==> config.mk <==
export PLATFORM = sky130hd
export DESIGN_NAME = vga_timing_gen
export DESIGN_NICKNAME = d
export VERILOG_FILES = /design/src/rtl/vga_pkg.sv /design/src/rtl/vga_pattern.sv /design/src/rtl/vga_timing_gen.sv
export SDC_FILE = /design/constraint.sdc
export NUM_CORES = 1
export LEC_CHECK = 0
export ABC_AREA = 1
export BUFFER_PORTS_ARGS = -buffer_cell sky130_fd_sc_hd__buf_2
export CAP_MARGIN = 20
export CELL_PAD_IN_SITES_DETAIL_PLACEMENT = 0
export CELL_PAD_IN_SITES_GLOBAL_PLACEMENT = 1
export CORE_ASPECT_RATIO = 0.5
export CORE_MARGIN = 2
export CORE_UTILIZATION = 39
export DETAILED_ROUTE_END_ITERATION = 7
export PLACE_DENSITY = 0.82
export SLEW_MARGIN = 20
export SYNTH_ARGS = -nofsm -noshare
export SYNTH_HDL_FRONTEND = slang
export SYNTH_SLANG_ARGS = --single-unit
==> constraint.sdc <==
create_clock -name app_clk -period 2.2 [get_ports app_clk]
set_input_delay 0.66 -clock app_clk [delete_from_list [all_inputs] [get_ports app_clk]]
set_output_delay 0.66 -clock app_clk [all_outputs]
set_load 0.05 [all_outputs]
==> src/rtl/vga_pkg.sv <==
// Shared 640x480@60 timing defaults and pattern-mode encodings for the VGA timing generator.
package vga_pkg;

    localparam int H_ACTIVE_DEF = 640;
    localparam int H_FP_DEF     = 16;
    localparam int H_SYNC_DEF   = 96;
    localparam int H_BP_DEF     = 48;
    localparam int V_ACTIVE_DEF = 480;
    localparam int V_FP_DEF     = 10;
    localparam int V_SYNC_DEF   = 2;
    localparam int V_BP_DEF     = 33;

    typedef enum logic [1:0] {
        MODE_EXT   = 2'd0,
        MODE_SOLID = 2'd1,
        MODE_BARS  = 2'd2,
        MODE_CHECK = 2'd3
    } vga_mode_e;

endpackage

==> src/rtl/vga_pattern.sv <==
// Combinational pixel colour for one stage-C+1 coordinate: external, solid, bars or checkerboard.
// Blanking forces black in every mode.
module vga_pattern
    import vga_pkg::*;
#(
    parameter int H_ACTIVE  = H_ACTIVE_DEF,
    parameter int XW        = 10,
    parameter int YW        = 9,
    parameter int R_W       = 3,
    parameter int G_W       = 3,
    parameter int B_W       = 2,
    parameter int CHK_SHIFT = 4,
    parameter logic [R_W+G_W+B_W-1:0] SOLID_RGB = 8'hE0
) (
    input  vga_mode_e                mode,
    input  logic                     de,
    input  logic [XW-1:0]            x,
    input  logic [YW-1:0]            y,
    input  logic [R_W+G_W+B_W-1:0]   pix_in,
    output logic [R_W+G_W+B_W-1:0]   rgb
);

    localparam int BAR_W = H_ACTIVE / 8;

    int unsigned xi;
    int unsigned yi;
    logic [2:0]  bar;

    always_comb begin
        xi  = 32'(x);
        yi  = 32'(y);
        // columns past the last full bar stay in bar 7
        bar = 3'd7;
        if (xi < 32'(8 * BAR_W)) begin
            bar = 3'(xi / 32'(BAR_W));
        end
        rgb = '0;
        if (de) begin
            case (mode)
                MODE_EXT:   rgb = pix_in;
                MODE_SOLID: rgb = SOLID_RGB;
                MODE_BARS:  rgb = {{R_W{bar[2]}}, {G_W{bar[1]}}, {B_W{bar[0]}}};
                default:    rgb = ((((xi ^ yi) >> CHK_SHIFT) & 32'd1) != 32'd0) ? '1 : '0;
            endcase
        end
    end

endmodule

==> src/rtl/vga_timing_gen.sv <==
// VGA raster timing: h/v counters and pixel request at stage C, capture and pattern at C+1,
// registered sync/de/colour at C+2.
module vga_timing_gen
    import vga_pkg::*;
#(
    parameter int H_ACTIVE  = H_ACTIVE_DEF,
    parameter int H_FP      = H_FP_DEF,
    parameter int H_SYNC    = H_SYNC_DEF,
    parameter int H_BP      = H_BP_DEF,
    parameter int V_ACTIVE  = V_ACTIVE_DEF,
    parameter int V_FP      = V_FP_DEF,
    parameter int V_SYNC    = V_SYNC_DEF,
    parameter int V_BP      = V_BP_DEF,
    parameter bit HS_POL    = 1'b0,
    parameter bit VS_POL    = 1'b0,
    parameter int R_W       = 3,
    parameter int G_W       = 3,
    parameter int B_W       = 2,
    parameter int CHK_SHIFT = 4,
    parameter logic [R_W+G_W+B_W-1:0] SOLID_RGB = 8'hE0
) (
    input  logic                          app_clk,
    input  logic                          app_rst,
    input  logic                          en,
    input  logic [1:0]                    mode,
    output logic                          pix_req,
    output logic [$clog2(H_ACTIVE)-1:0]   pix_x,
    output logic [$clog2(V_ACTIVE)-1:0]   pix_y,
    input  logic [R_W+G_W+B_W-1:0]        pix_in,
    output logic                          hsync,
    output logic                          vsync,
    output logic                          de,
    output logic [R_W-1:0]                red,
    output logic [G_W-1:0]                green,
    output logic [B_W-1:0]                blue,
    output logic                          frame_start,
    output logic                          line_start
);

    localparam int H_TOTAL = H_ACTIVE + H_FP + H_SYNC + H_BP;
    localparam int V_TOTAL = V_ACTIVE + V_FP + V_SYNC + V_BP;
    localparam int HW      = $clog2(H_TOTAL);
    localparam int VW      = $clog2(V_TOTAL);
    localparam int XW      = $clog2(H_ACTIVE);
    localparam int YW      = $clog2(V_ACTIVE);
    localparam int PW      = R_W + G_W + B_W;
    localparam int HS_BEG  = H_ACTIVE + H_FP;
    localparam int HS_END  = HS_BEG + H_SYNC;
    localparam int VS_BEG  = V_ACTIVE + V_FP;
    localparam int VS_END  = VS_BEG + V_SYNC;

    logic [HW-1:0] h_cnt_q, h_cnt_d;
    logic [VW-1:0] v_cnt_q, v_cnt_d;
    vga_mode_e     mode_q, mode_d;
    logic          act_d, hs_d, vs_d, fs_d, ls_d;

    logic          de1_q, hs1_q, vs1_q, fs1_q, ls1_q;
    logic [XW-1:0] x1_q;
    logic [YW-1:0] y1_q;
    logic [PW-1:0] pix1_q;
    vga_mode_e     mode1_q;
    logic [PW-1:0] rgb_d;

    logic          hsync_q, vsync_q, de_q, fs_q, ls_q;
    logic [PW-1:0] rgb_q;

    always_comb begin
        act_d  = (int'(h_cnt_q) < H_ACTIVE) && (int'(v_cnt_q) < V_ACTIVE);
        hs_d   = (int'(h_cnt_q) >= HS_BEG && int'(h_cnt_q) < HS_END) ? HS_POL : ~HS_POL;
        vs_d   = (int'(v_cnt_q) >= VS_BEG && int'(v_cnt_q) < VS_END) ? VS_POL : ~VS_POL;
        fs_d   = (h_cnt_q == '0) && (v_cnt_q == '0);
        ls_d   = (h_cnt_q == '0) && (int'(v_cnt_q) < V_ACTIVE);
        // mode only changes at the frame boundary, and that first pixel already uses it
        mode_d = fs_d ? vga_mode_e'(mode) : mode_q;

        h_cnt_d = h_cnt_q + HW'(1);
        v_cnt_d = v_cnt_q;
        if (int'(h_cnt_q) == H_TOTAL - 1) begin
            h_cnt_d = '0;
            v_cnt_d = (int'(v_cnt_q) == V_TOTAL - 1) ? '0 : v_cnt_q + VW'(1);
        end

        // request is suppressed while reset is held so the zeroed counters do not leak out
        pix_req = act_d & ~app_rst;
        pix_x   = pix_req ? h_cnt_q[XW-1:0] : '0;
        pix_y   = pix_req ? v_cnt_q[YW-1:0] : '0;
    end

    vga_pattern #(
        .H_ACTIVE  (H_ACTIVE),
        .XW        (XW),
        .YW        (YW),
        .R_W       (R_W),
        .G_W       (G_W),
        .B_W       (B_W),
        .CHK_SHIFT (CHK_SHIFT),
        .SOLID_RGB (SOLID_RGB)
    ) u_pattern (
        .mode   (mode1_q),
        .de     (de1_q),
        .x      (x1_q),
        .y      (y1_q),
        .pix_in (pix1_q),
        .rgb    (rgb_d)
    );

    always_ff @(posedge app_clk) begin
        if (app_rst) begin
            h_cnt_q <= '0;
            v_cnt_q <= '0;
            mode_q  <= MODE_SOLID;
            de1_q   <= 1'b0;
            hs1_q   <= ~HS_POL;
            vs1_q   <= ~VS_POL;
            fs1_q   <= 1'b0;
            ls1_q   <= 1'b0;
            x1_q    <= '0;
            y1_q    <= '0;
            pix1_q  <= '0;
            mode1_q <= MODE_SOLID;
            hsync_q <= ~HS_POL;
            vsync_q <= ~VS_POL;
            de_q    <= 1'b0;
            fs_q    <= 1'b0;
            ls_q    <= 1'b0;
            rgb_q   <= '0;
        end else if (en) begin
            h_cnt_q <= h_cnt_d;
            v_cnt_q <= v_cnt_d;
            mode_q  <= mode_d;
            de1_q   <= act_d;
            hs1_q   <= hs_d;
            vs1_q   <= vs_d;
            fs1_q   <= fs_d;
            ls1_q   <= ls_d;
            x1_q    <= h_cnt_q[XW-1:0];
            y1_q    <= v_cnt_q[YW-1:0];
            pix1_q  <= pix_in;
            mode1_q <= mode_d;
            hsync_q <= hs1_q;
            vsync_q <= vs1_q;
            de_q    <= de1_q;
            fs_q    <= fs1_q;
            ls_q    <= ls1_q;
            rgb_q   <= rgb_d;
        end
    end

    assign hsync       = hsync_q;
    assign vsync       = vsync_q;
    assign de          = de_q;
    assign frame_start = fs_q;
    assign line_start  = ls_q;
    assign red         = rgb_q[PW-1 -: R_W];
    assign green       = rgb_q[B_W +: G_W];
    assign blue        = rgb_q[B_W-1:0];

endmodule

==> impl_metrics.toml <==
[outcome]
outcome = "finished with violations"
violations = "setup timing"

[power_and_ir_drop]
peakVddDrop_mv = 0.278
cellLeakagePower_uw = 0.00176
powerDensity_nw_per_um2 = 595

[floorplanning]
die_h_um = 63.4
dieArea_um2 = 7780
rows = 21
initial_core_util = 0.407
fp.coreArea_um2 = 6750
ioPinCount = 46
die_x_um = 123

[global_route]
grt_pass1_vias = 2618
grt_max_degree = 34
antenna_found_initial = 0
grt_pass1_wl_um = 12000
grt.total_usage = 0.197
grt_overflow = 0

[detailed_routing]
drc = 0
drt_iter0_drc = 145
viasPerCell = 4.81
vias = 2816
wl_um = 7110
drt-pass1-iter-count = 4
drt.antenna.violating_nets = 0
wl_per_cell_um = 12.1

[worst_setup_path]
startpoint_type = "flop"
reg2reg_depth = 21
r2r_slack_ps = 140
crit_type = "reg2out"
required_ps = 1540
arrival_ps = 1800
end_kind = "output pin"
path_max_fanout = 12

[synthesis]
synth_most_common_cell = "nand2_1"
synthFlopType = "dfxtp_1"
syn_area_um2 = 2750
syn_area_per_cell_um2 = 6.73
synth_compound_area_frac = 0.151
ys_warn_count = 0
synth-simple-area-share = 0.323
synth.top_cell.area_share = 0.400
synth_xor_area_frac = 0.00955
synth_top_family_by_area = "simple AND/OR/NAND/NOR gates"
synth_edf_count = 0
synth_adder_area_share = 0.0273
ys_types = 30
synth-seq-area-share = 0.400
synth.ff_latch_count = 55
yosysTopAreaCell = "dfxtp_1"
synth.area.top_cells = "dfxtp_1 (40%), nand2_1 (12%), nor2_1 (8.6%)"
ys_top_cells_by_count = "nand2_1 (85), nor2_1 (63), dfxtp_1 (55), inv_1 (47), a21oi_1 (33)"
ys_async_sr_fraction = 0
synthCells = 409
syn-num-nets = 428
synthMuxAreaShare = 0

[sta]
max_freq_mhz = 406
finalHoldViolCount = 0
setup_violations = 20
fin_setup_tns_ps = -4670
fin_crit_sh = 1.12
finalCriticalPeriod_ps = 2460
fin_skew_ps = 3.55
setup_ws_ps = -265
worstMarginPinSlew_ps = 450
drv_slew = 0
holdWs_ps = 455
slew_headroom = 0.698
grt_setup_unrepaired = "yes"

[cells_and_area]
syn_to_final_growth_pct = 42.9
final_cells = 586
drive_gt1_frac = 0.332
fin_area_um2 = 3930
nets = 512
utilization = 0.582
diodes = 0

[placement]
gp_congestion = 0.826
placed_cells = 574
hpwl_um = 5110
portBuffers = 45
placed_area_um2 = 3470

[cts]
postCtsHoldBufs = 0
cts-root-buf = "clkbuf_16"
cts_tree = "yes"
cts.sinks = 55
ctsHtreeMaxLevel = 2
insertion_delay_ps = 300
cts_made_buffers = 5
ctsLongestPathBuffers = 2
cts.clk_slew.worst_paths_ps = 70

[job]
drv_cap = 0

[hold_path]
hold_path_class = "reg2reg"
hold_depth = 2
## flip-flops by register name (all words and copies together), names as in the netlist
| signal | count |
|---|---|
| vsync | 1 |
| mode1_q | 2 |
| rgb_q | 8 |
| de | 1 |
| y1_q | 1 |
| h_cnt_q | 10 |
| fs1_q | 1 |
| frame_start | 1 |
| v_cnt_q | 10 |
| vs1_q | 1 |
| pix1_q | 8 |
| x1_q | 6 |
| de1_q | 1 |
| hs1_q | 1 |
| line_start | 1 |
| ls1_q | 1 |
| hsync | 1 |
## stage by stage
stage                     worst slack [ps]  power (µW)
after floorplan                       -289        1310
after global placement              -0.107        1410
after detailed placement             -20.8        1410
after CTS                             -247        2340
after global routing                  -320        2450
final                                 -265        2340
## placed cells by master (no fill, tap or decap), drive strengths merged, types with 2 or more instances in the layout
cell	count
o211ai	2
a211oi	3
nor2	67
buf	89
dfxtp	55
nand2	89
a21oi	36
clkbuf	6
o31ai	2
nor4	5
nand3	22
inv	53
xor2	2
nand4	5
ha	6
o21ai	33
nor3	15
## final timing paths
kind / from / to
setup / recovery: h_cnt_q[9] / pix_y[8]
hold / removal: hsync / hsync
setup reg to reg: x1_q[7] / rgb_q[1]
hold reg to reg: hsync / hsync
## cell type report
cell class	count	area, µm²
clock buffers	6	129
clock inverters	2	38.8
fillers	654	2820
inverters	53	206
multi-input cells	289	1630
flip-flops and latches	55	1110
well taps	92	115
repair buffers	89	708
## report_power, final
part	internal, µW	switching (µW)	leakage, µW
Combinational	133	233	0.00123
Clock	542	370	0.0000815
Sequential	1040	26.1	0.000452
## kinds of logic (layout without fill, tap and decap cells)
group | Yosys count | count (layout)
flops | 55 | 55
buf+inv | 65 | 150
simple gates | 204 | 204
fa+ha+maj | 6 | 6
xor+xnor | 3 | 3
compound gates | 76 | 76
## layer usage
layer,share of wire,track usage
met2,0.45,0.304
met4,0.010,0.0560
met3,0.032,0.0435
met5,0,0
met1,0.51,0.276
## critical path: stages (launching register included)
cell and delay [ps]:
dfxtp_1 340, inv_1 60, nor3_1 390, nor3_2 100, inv_1 130, nor2_4 60
clkinv_4 50, buf_12 170, nor2_2 50, buf_6 150
## repair_timing
item,CTS,global route
pin swaps,8,12
endpoints found under the setup margin,22,26
buffers inserted,2,2
resized for setup,51,24
Note: power is estimated with default switching activity, not from simulation.
